## config.mk

```make
export PLATFORM = sky130hd
export DESIGN_NAME = spi_master_stage
export DESIGN_NICKNAME = d
export VERILOG_FILES = /design/src/rtl/spi_pkg.sv /design/src/rtl/div_tick.sv /design/src/rtl/spi_master_stage.sv
export SDC_FILE = /design/constraint.sdc
export NUM_CORES = 1
export LEC_CHECK = 0
export BUFFER_PORTS_ARGS = -buffer_cell sky130_fd_sc_hd__buf_2
export CELL_PAD_IN_SITES_DETAIL_PLACEMENT = 2
export CELL_PAD_IN_SITES_GLOBAL_PLACEMENT = 2
export CORE_MARGIN = 2
export CORE_UTILIZATION = 31
export DETAILED_ROUTE_END_ITERATION = 10
export PLACE_DENSITY_LB_ADDON = 0.1
export SETUP_SLACK_MARGIN = 0.5
export SYNTH_ARGS = -nofsm -noshare
export SYNTH_HDL_FRONTEND = slang
export SYNTH_SLANG_ARGS = --single-unit
```

## constraint.sdc

```tcl
create_clock -name clk_in -period 1.81 [get_ports clk_in]
set_clock_uncertainty 0.1 [all_clocks]
set_input_delay 0.362 -clock clk_in [delete_from_list [all_inputs] [get_ports clk_in]]
set_output_delay 0.362 -clock clk_in [all_outputs]
set_load 0.1 [all_outputs]
```

## src/rtl/spi_pkg.sv

```systemverilog
// -----------------------------------------------------------------------------
// spi_pkg
// Shared definitions for the SPI master path: the shift-engine state encoding
// and the default transfer width.
// -----------------------------------------------------------------------------
package spi_pkg;

  localparam int SPI_DATA_W_DEFAULT = 8;

  typedef enum logic [1:0] {
    ST_IDLE  = 2'd0,
    ST_SETUP = 2'd1,
    ST_SHIFT = 2'd2,
    ST_HOLD  = 2'd3
  } spi_state_t;

endpackage

```

## src/rtl/div_tick.sv

```systemverilog
// -----------------------------------------------------------------------------
// div_tick
// Edge detector for the clock divider output. clk_div is treated as a level
// generated in the clk_in domain; every transition (rising or falling) yields
// a one-cycle tick, so one clk_div period produces two ticks.
//
// Ports:
//   clk_in  - system clock
//   clk_div - divider output level (clk_in domain)
//   tick    - high for the clk_in cycle in which clk_div differs from its
//             registered copy
// -----------------------------------------------------------------------------
module div_tick (
  input  logic clk_in,
  input  logic clk_div,
  output logic tick
);

  logic r_clk_div_q;

  // The copy needs no reset: a spurious first tick is harmless to consumers
  // that ignore ticks while idle.
  always_ff @(posedge clk_in) begin
    r_clk_div_q <= clk_div;
  end

  assign tick = clk_div ^ r_clk_div_q;

endmodule

```

## src/rtl/spi_master_stage.sv

```systemverilog
// -----------------------------------------------------------------------------
// spi_master_stage
// SPI mode-0 master shift engine driven by ticks derived from the divider
// output. Each tick is one SCLK half-period. A transfer takes 2*DATA_W+2 ticks
// from acceptance to cs_n rising: one setup tick, 2*DATA_W shift ticks and one
// hold tick. Data is MSB first.
//
// Build option:
//   SPI_LOOPBACK_EN - when defined, the receive shifter samples mosi
//                     internally and the miso port is ignored.
//
// Ports:
//   clk_in   - system clock, all logic on its rising edge
//   rst      - synchronous active-high reset
//   clk_div  - divider output level (sampled, never used as a clock)
//   tx_data  - word to transmit
//   tx_valid - request to start a transfer
//   tx_ready - idle and able to accept a word
//   rx_data  - last received word, held until the next completes
//   rx_valid - one-cycle pulse when rx_data updates
//   busy     - transfer in progress
//   sclk     - SPI clock, idle low
//   mosi     - SPI data out
//   miso     - SPI data in
//   cs_n     - chip select, active low
// -----------------------------------------------------------------------------
module spi_master_stage
  import spi_pkg::*;
#(
  parameter int DATA_W = SPI_DATA_W_DEFAULT
) (
  input  logic              clk_in,
  input  logic              rst,
  input  logic              clk_div,
  input  logic [DATA_W-1:0] tx_data,
  input  logic              tx_valid,
  output logic              tx_ready,
  output logic [DATA_W-1:0] rx_data,
  output logic              rx_valid,
  output logic              busy,
  output logic              sclk,
  output logic              mosi,
  input  logic              miso,
  output logic              cs_n
);

  localparam int                CNT_W    = $clog2(DATA_W + 1);
  localparam logic [CNT_W-1:0] CNT_LAST = CNT_W'(DATA_W);

  spi_state_t        r_state;
  spi_state_t        w_state_nxt;
  logic              w_tick;
  logic              w_accept;
  logic              w_rise;
  logic              w_fall;
  logic              w_done;
  logic              w_rx_bit;

  logic              r_sclk;
  logic              r_cs_n;
  logic              r_mosi;
  logic              r_rx_valid;
  logic [DATA_W-1:0] r_rx_data;
  logic [CNT_W-1:0]  r_cnt;
  logic [DATA_W-1:0] r_tx_sr;
  logic [DATA_W-1:0] r_rx_sr;

  div_tick u_div_tick (
    .clk_in  (clk_in),
    .clk_div (clk_div),
    .tick    (w_tick)
  );

`ifdef SPI_LOOPBACK_EN
  logic w_miso_unused;
  assign w_miso_unused = miso;
  assign w_rx_bit      = r_mosi;
`else
  assign w_rx_bit      = miso;
`endif

  // State register
  always_ff @(posedge clk_in) begin
    if (rst) begin
      r_state <= ST_IDLE;
    end else begin
      r_state <= w_state_nxt;
    end
  end

  // Next state and per-cycle action strobes
  always_comb begin
    w_state_nxt = r_state;
    w_accept    = 1'b0;
    w_rise      = 1'b0;
    w_fall      = 1'b0;
    w_done      = 1'b0;
    case (r_state)
      ST_IDLE: begin
        // Ticks are ignored here; only a host request moves us on.
        if (tx_valid) begin
          w_accept    = 1'b1;
          w_state_nxt = ST_SETUP;
        end
      end
      ST_SETUP: begin
        if (w_tick) begin
          w_state_nxt = ST_SHIFT;
        end
      end
      ST_SHIFT: begin
        if (w_tick) begin
          if (!r_sclk) begin
            w_rise = 1'b1;
          end else begin
            w_fall = 1'b1;
            // Counter already reached DATA_W on the preceding rise.
            if (r_cnt == CNT_LAST) begin
              w_state_nxt = ST_HOLD;
            end
          end
        end
      end
      ST_HOLD: begin
        if (w_tick) begin
          w_done      = 1'b1;
          w_state_nxt = ST_IDLE;
        end
      end
      default: begin
        w_state_nxt = ST_IDLE;
      end
    endcase
  end

  // Control outputs and bit counter
  always_ff @(posedge clk_in) begin
    if (rst) begin
      r_sclk     <= 1'b0;
      r_cs_n     <= 1'b1;
      r_mosi     <= 1'b0;
      r_rx_valid <= 1'b0;
      r_rx_data  <= '0;
      r_cnt      <= '0;
    end else begin
      r_rx_valid <= w_done;
      if (w_accept) begin
        r_mosi <= tx_data[DATA_W-1];
        r_cs_n <= 1'b0;
        r_cnt  <= '0;
      end
      if (w_rise) begin
        r_sclk <= 1'b1;
        r_cnt  <= r_cnt + 1'b1;
      end
      if (w_fall) begin
        r_sclk <= 1'b0;
        if (r_cnt < CNT_LAST) begin
          r_mosi <= r_tx_sr[DATA_W-2];
        end
      end
      if (w_done) begin
        r_cs_n    <= 1'b1;
        r_rx_data <= r_rx_sr;
      end
    end
  end

  // Shift registers: pure data, no reset needed
  always_ff @(posedge clk_in) begin
    if (w_accept) begin
      r_tx_sr <= tx_data;
    end else if (w_fall && (r_cnt < CNT_LAST)) begin
      r_tx_sr <= {r_tx_sr[DATA_W-2:0], 1'b0};
    end
    if (w_rise) begin
      r_rx_sr <= {r_rx_sr[DATA_W-2:0], w_rx_bit};
    end
  end

  assign tx_ready = (r_state == ST_IDLE) && !rst;
  assign busy     = (r_state != ST_IDLE);
  assign sclk     = r_sclk;
  assign cs_n     = r_cs_n;
  assign mosi     = r_mosi;
  assign rx_data  = r_rx_data;
  assign rx_valid = r_rx_valid;

endmodule
```

Yosys cells after proc, flatten, opt, wreduce, memory -nomap -nowiden
Index checks and enable logic that the tools add are counted.
{ "op_classes": {"shift": 0, "magnitude_cmp": 1, "reduce_logical": 10, "n_mux": 24, "n_eq_ne": 10, "n_mul": 0, "div": 0, "addsub": 1, "n_bitwise": 1} }
{ "op_table": {"columns": ["cell", "n"], "rows": [
  ["$mux 7", 2],
  ["$mux 1", 13],
  ["$mux 2", 6],
  ["$mux 4", 2],
  ["$pmux 2 s4", 1],
  ["$ne 2x1->1 const B", 3],
  ["$ne 2x2->1 const B", 3],
  ["$reduce_and 6->1", 1],
  ["$reduce_bool 2->1", 3],
  ["$add 4x1->4 const B", 1],
  ["$eq 2x2->1 const B", 2],
  ["$eq 4x4->1 const B", 1],
  ["$lt 4x4->1 const B", 1],
  ["$reduce_or 2->1", 2],
  ["$eq 2x1->1 const B", 1],
  ["$logic_and 1x1->1", 2],
  ["$logic_not 2->1", 1],
  ["$logic_not 1->1", 1],
  ["$xor 1x1->1", 1]
]} }
{ "totals": {"rom_bits": 0, "inputBits": 13, "wordCells": 57, "latch_bits": 0, "register_bits": 34, "ram_bits": 0, "out_inout_bits": 14, "memories": 0} }

Logic depth before layout (Yosys ltp)
{ "logic_depth": {"ltp_word": 6, "ltp_mapped": 7, "depth_no_buf": 7} }

Modules after synthesis
From an unflattened synthesis, not the netlist that was laid out.
{ "hier_totals": {"cells_unflattened": 124, "area_unflattened_um2": 1373.8} }
{ "modules_own_cells": {"columns": ["module", "n_inst", "cells_each", "area_per_inst_um2", "seq_area_each_um2"], "rows": [
  ["spi_master_stage", 1, 122, 1345.0, 810.8],
  ["div_tick", 1, 2, 28.8, 20.0]
]} }

Worst setup path before layout
OpenSTA, ideal clock, no wires.
{ "synth_path": {"kind": "reg2out", "from": "register r_state[0]", "to": "output tx_ready", "path_stages_with_launch": 5, "t_arrival_ns": 2.441, "required_time_ns": 1.348, "n_path_buf": 0, "setup_slack_ns": -1.093, "cell_sequence": "dfxtp_1 inv_1 ha_1 inv_1 nor2_1"} }
{ "synth_via": {"elab_chain_len": 2} }
{ "synth_rtl": {"columns": ["element", "line_no", "rtl"], "rows": [
  ["start, declared", "spi_master_stage.sv:50", "spi_state_t r_state;"],
  ["start signal, assigned", "spi_master_stage.sv:87", "r_state <= w_state_nxt;"],
  ["$logic_not 2->1", "spi_master_stage.sv:181", "assign tx_ready = (r_state == ST_IDLE) && !rst;"],
  ["$logic_and 1x1->1", "spi_master_stage.sv:181", null],
  ["end, declared", "spi_master_stage.sv:37", "output logic tx_ready,"]
]} }
No other way between the ends.

Final worst setup path
{ "layout_path": {"from": "register r_state[0]", "to": "output busy"} }
{ "layout_via": {"elab_chain_len": 1} }
{ "layout_rtl": {"columns": ["element", "line_no", "rtl"], "rows": [
  ["$reduce_bool 2->1", "spi_master_stage.sv:182", "assign busy = (r_state != ST_IDLE);"],
  ["end, declared", "spi_master_stage.sv:40", "output logic busy,"]
]} }
No other way between the ends.

==> flow_metrics.env <==
export IMPL_worstSetupPathType="reg2out"
export IMPL_synthTopCellsByCount="nand2_1, dfxtp_1, edfxtp_1, a21oi_1, nor2_1"
export IMPL_max_stage_delay_ns=0.36
export IMPL_dp_cells=208
export IMPL_cp_end_kind="output port"
export IMPL_min_period_ns=1.72
export IMPL_drt_iter0_markers=23
export IMPL_multi_input_area_sq_um=769
export IMPL_worstSkewPairLatency_ns=0.28
export IMPL_ir_drop_v=0.000651
export IMPL_syn_area_per_cell_sq_um=10.8
export IMPL_instances_no_fill=235
export IMPL_start_util=0.326
export IMPL_reg2reg_from="r_state[0]"
export IMPL_power_density_nw_per_um2=1400
export IMPL_cp_required_ns=1.35
export IMPL_fmax_ghz=0.580
export IMPL_postSynthCellCount=133
export IMPL_reg2reg_depth=5
export IMPL_reg2reg_slack_ns=0.12
export IMPL_leakagePower_nw=0.884
export IMPL_dr_pass1_iters=4
export IMPL_synth_flop_cell="dfxtp_1"
export IMPL_critical_path_arrival_ns=1.26
export IMPL_netlist_area_leader_share=0.313
export IMPL_synth_async_reset_ratio=0
export IMPL_power_share_combinational=0.497
export IMPL_rsz0062_at_grt="yes"
export IMPL_fin_crit_sh=0.953
export IMPL_ctsHoldBuffers=0
export IMPL_crit_cells=5
export IMPL_hpwl_microns=2370
export IMPL_crit_start="r_state[0]"
export IMPL_finalHoldWorstSlack_ns=0.158
export IMPL_r2r_end="r_rx_sr[6]"
export IMPL_drt_vias_per_instance=4.93
export IMPL_num_vias=1158
export IMPL_crit_chain="inv_4 -> ha_4 -> clkinvlp_4 -> buf_4 -> buf_12"
export IMPL_drc=0
export IMPL_yosysSeqAreaShare=0.578
export IMPL_max_slew_margin=0.653
export IMPL_switching_share=0.378
export IMPL_core_area_sq_um=4410
export IMPL_cts_tree="yes"
export IMPL_hold_viol_final=0
export IMPL_synth_area_top_cells="edfxtp_1, dfxtp_1, ha_1"
export IMPL_synth_seq_cells=34
export IMPL_portBuffers=26
export IMPL_clk_path_buf_depth=2
export IMPL_grt_overflow=0
export IMPL_p_seq_frac=0.328
export IMPL_yosysWarnings=0
export IMPL_drive_gt1_frac=0.628
export IMPL_finalSetupViolations=0
export IMPL_endpoint="busy"
export IMPL_rows=24
export IMPL_grt_first_pass_wirelength_microns=6300
export IMPL_syn_to_final_growth_pct=62.0
export IMPL_die_x_microns=72.1
export IMPL_yosysTopAreaCell="edfxtp_1"
export IMPL_synth_edf_count=15
export IMPL_p_int_mw=2.03
export IMPL_synth_net_count=154
export IMPL_nFillCells=426
export IMPL_yosysMostFrequentCell="nand2_1"
export IMPL_cts_sinks=34
export IMPL_dieArea_sq_um=5200
export IMPL_hp_class="in2reg"
export IMPL_worst_slew_pin_slew_ns=0.521
export IMPL_finalWirelength_microns=3890
export IMPL_maxSlewViolCount=0
export IMPL_clkPwrFrac=0.175
export IMPL_crit_buf_inv=4
export IMPL_synthesis_area_sq_um=1440
export IMPL_top_level_ports=27
export IMPL_switchingPower_mw=1.23
export IMPL_grt_max_degree=21
export IMPL_chipHeight_microns=72.1
export IMPL_antenna_left=0
export IMPL_diodes=0
export IMPL_antenna_found_initial=0
export IMPL_crit_slowest_cell="dfxtp_4"
export IMPL_outcome="finished, final reports clean"
export IMPL_seq_area_sq_um=860
export IMPL_crit_family="buffers and inverters"
export IMPL_numCtsBuffers=5
export IMPL_layout_nets=203
export IMPL_cap_violations=0
export IMPL_clk_pin_slew_ns=0.07
export IMPL_clock_tree_root_cell="clkbuf_8"
export IMPL_grt_pass1_vias=1280
export IMPL_track_usage=0.161
export IMPL_wl_per_cell_microns=16.5
export IMPL_startpoint_type="register"
export IMPL_synth_cell_type_count=32
export IMPL_crit_fanout=3
export IMPL_gp_congestion=0.745
export IMPL_htreeDepth=2
-- logic make-up after synthesis --
logic type,Yosys count,share of synthesized area
flip-flops,34,0.578
adder cells (fa/ha/maj),8,0.0696
AND/OR/NAND/NOR,47,0.151
buffers and inverters,12,0.0322
AO/OA/AOI/OAI,23,0.0966
multiplexers,7,0.0548
XOR/XNOR,2,0.0174
-- sequential cells by signal, summed over array words and instances, names as in the netlist --
register / count
r_cnt: 4
cs_n: 1
r_rx_sr: 8
r_tx_sr: 7
sclk: 1
rx_data: 8
u_div_tick.r_clk_div_q: 1
r_state: 2
mosi: 1
rx_valid: 1
-- metrics by stage --
step                      total power [mW]  TNS (ns)  setup slack, ns  cell area, sq um   util
after global placement                2.06         0            0.153              1720  0.390
final                                 3.26         0           0.0858              2330  0.527
after CTS                             3.13         0           0.0751              2160  0.489
after detailed placement              2.11         0           0.0983              1720  0.390
after floorplan                       1.83    -0.427           -0.312              1520      -
after global routing                  3.43         0           0.0313              2330  0.527
-- worst min-delay path by stage --
stage | from | to | slack (ns) | depth (start not counted)
2_1_floorplan | clk_div | u_div_tick.r_clk_div_q | 0.29 | 0
3_3_place_gp | r_rx_sr[2] | r_rx_sr[3] | 0.33 | 0
3_5_place_dp | r_rx_sr[2] | r_rx_sr[3] | 0.34 | 0
4_1_cts | miso | r_rx_sr[0] | 0.15 | 1
5_1_grt | miso | r_rx_sr[0] | 0.15 | 1
6_report | miso | r_rx_sr[0] | 0.16 | 1
-- worst reg2reg max path: stages (launching register included) --
cell        delay (ns)
dfxtp_4           0.36
inv_4             0.07
ha_1              0.18
inv_2             0.08
or3_4             0.42
clkinvlp_4        0.18
-- cells in the final DEF, fill, tap and decap left out, types with 2 or more instances in the layout --
cell type,synthesis,routed
edfxtp_1,15,15
nand2_1,24,12
buf_2,1,12
buf_4,0,12
dfxtp_2,0,11
buf_12,0,10
nand2_2,0,9
a21oi_2,0,9
mux2_4,0,6
nor2_1,9,6
clkbuf_8,0,6
buf_6,0,6
ha_1,8,5
buf_8,0,5
dfxtp_1,19,4
dfxtp_4,0,4
clkinvlp_4,0,3
inv_1,8,3
o21ai_0,4,3
nand3_1,3,3
inv_4,0,2
nand2_8,0,2
nand2b_1,2,2
a21oi_1,11,2
nor2_2,0,2
ha_2,0,2
-- layout make-up --
type / count / share of cell area
clock buffers: 7 / 0.0371
clock inverters: 1 / 0.00215
inverters: 8 / 0.0183
multi-input cells: 87 / 0.330
flip-flops and latches: 34 / 0.369
well taps: 52 / 0.0279
repair buffers: 45 / 0.212
repair inverters: 1 / 0.00322
-- repair_timing --
action | 4_1_cts | 5_1_grt
gates cloned | 1 | 0
pin swaps | 9 | 15
buffers inserted | 15 | 3
endpoints found under the setup margin | 52 | 53
gates resized for setup | 65 | 38
-- power groups by stage --
stage               Sequential [mW]  Combinational [mW]  Clock [mW]
floorplan                      1.20               0.629           0
global placement               1.05                1.01           0
detailed placement             1.06                1.05           0
CTS                            1.06                1.48       0.595
global route                   1.08                1.72       0.623
finish                         1.07                1.62       0.571
-- per-layer routing --
| layer | GRT usage | wire [microns] | up-vias |
|---|---|---|---|
| met5 | 0 | 0 | - |
| met4 | 0.0314 | 13 | 0 |
| met2 | 0.294 | 2060 | 19 |
| met3 | 0.0417 | 120 | 2 |
| met1 | 0.190 | 1690 | 579 |
| li1 | - | - | 558 |
(Power assumes the default switching activity.)
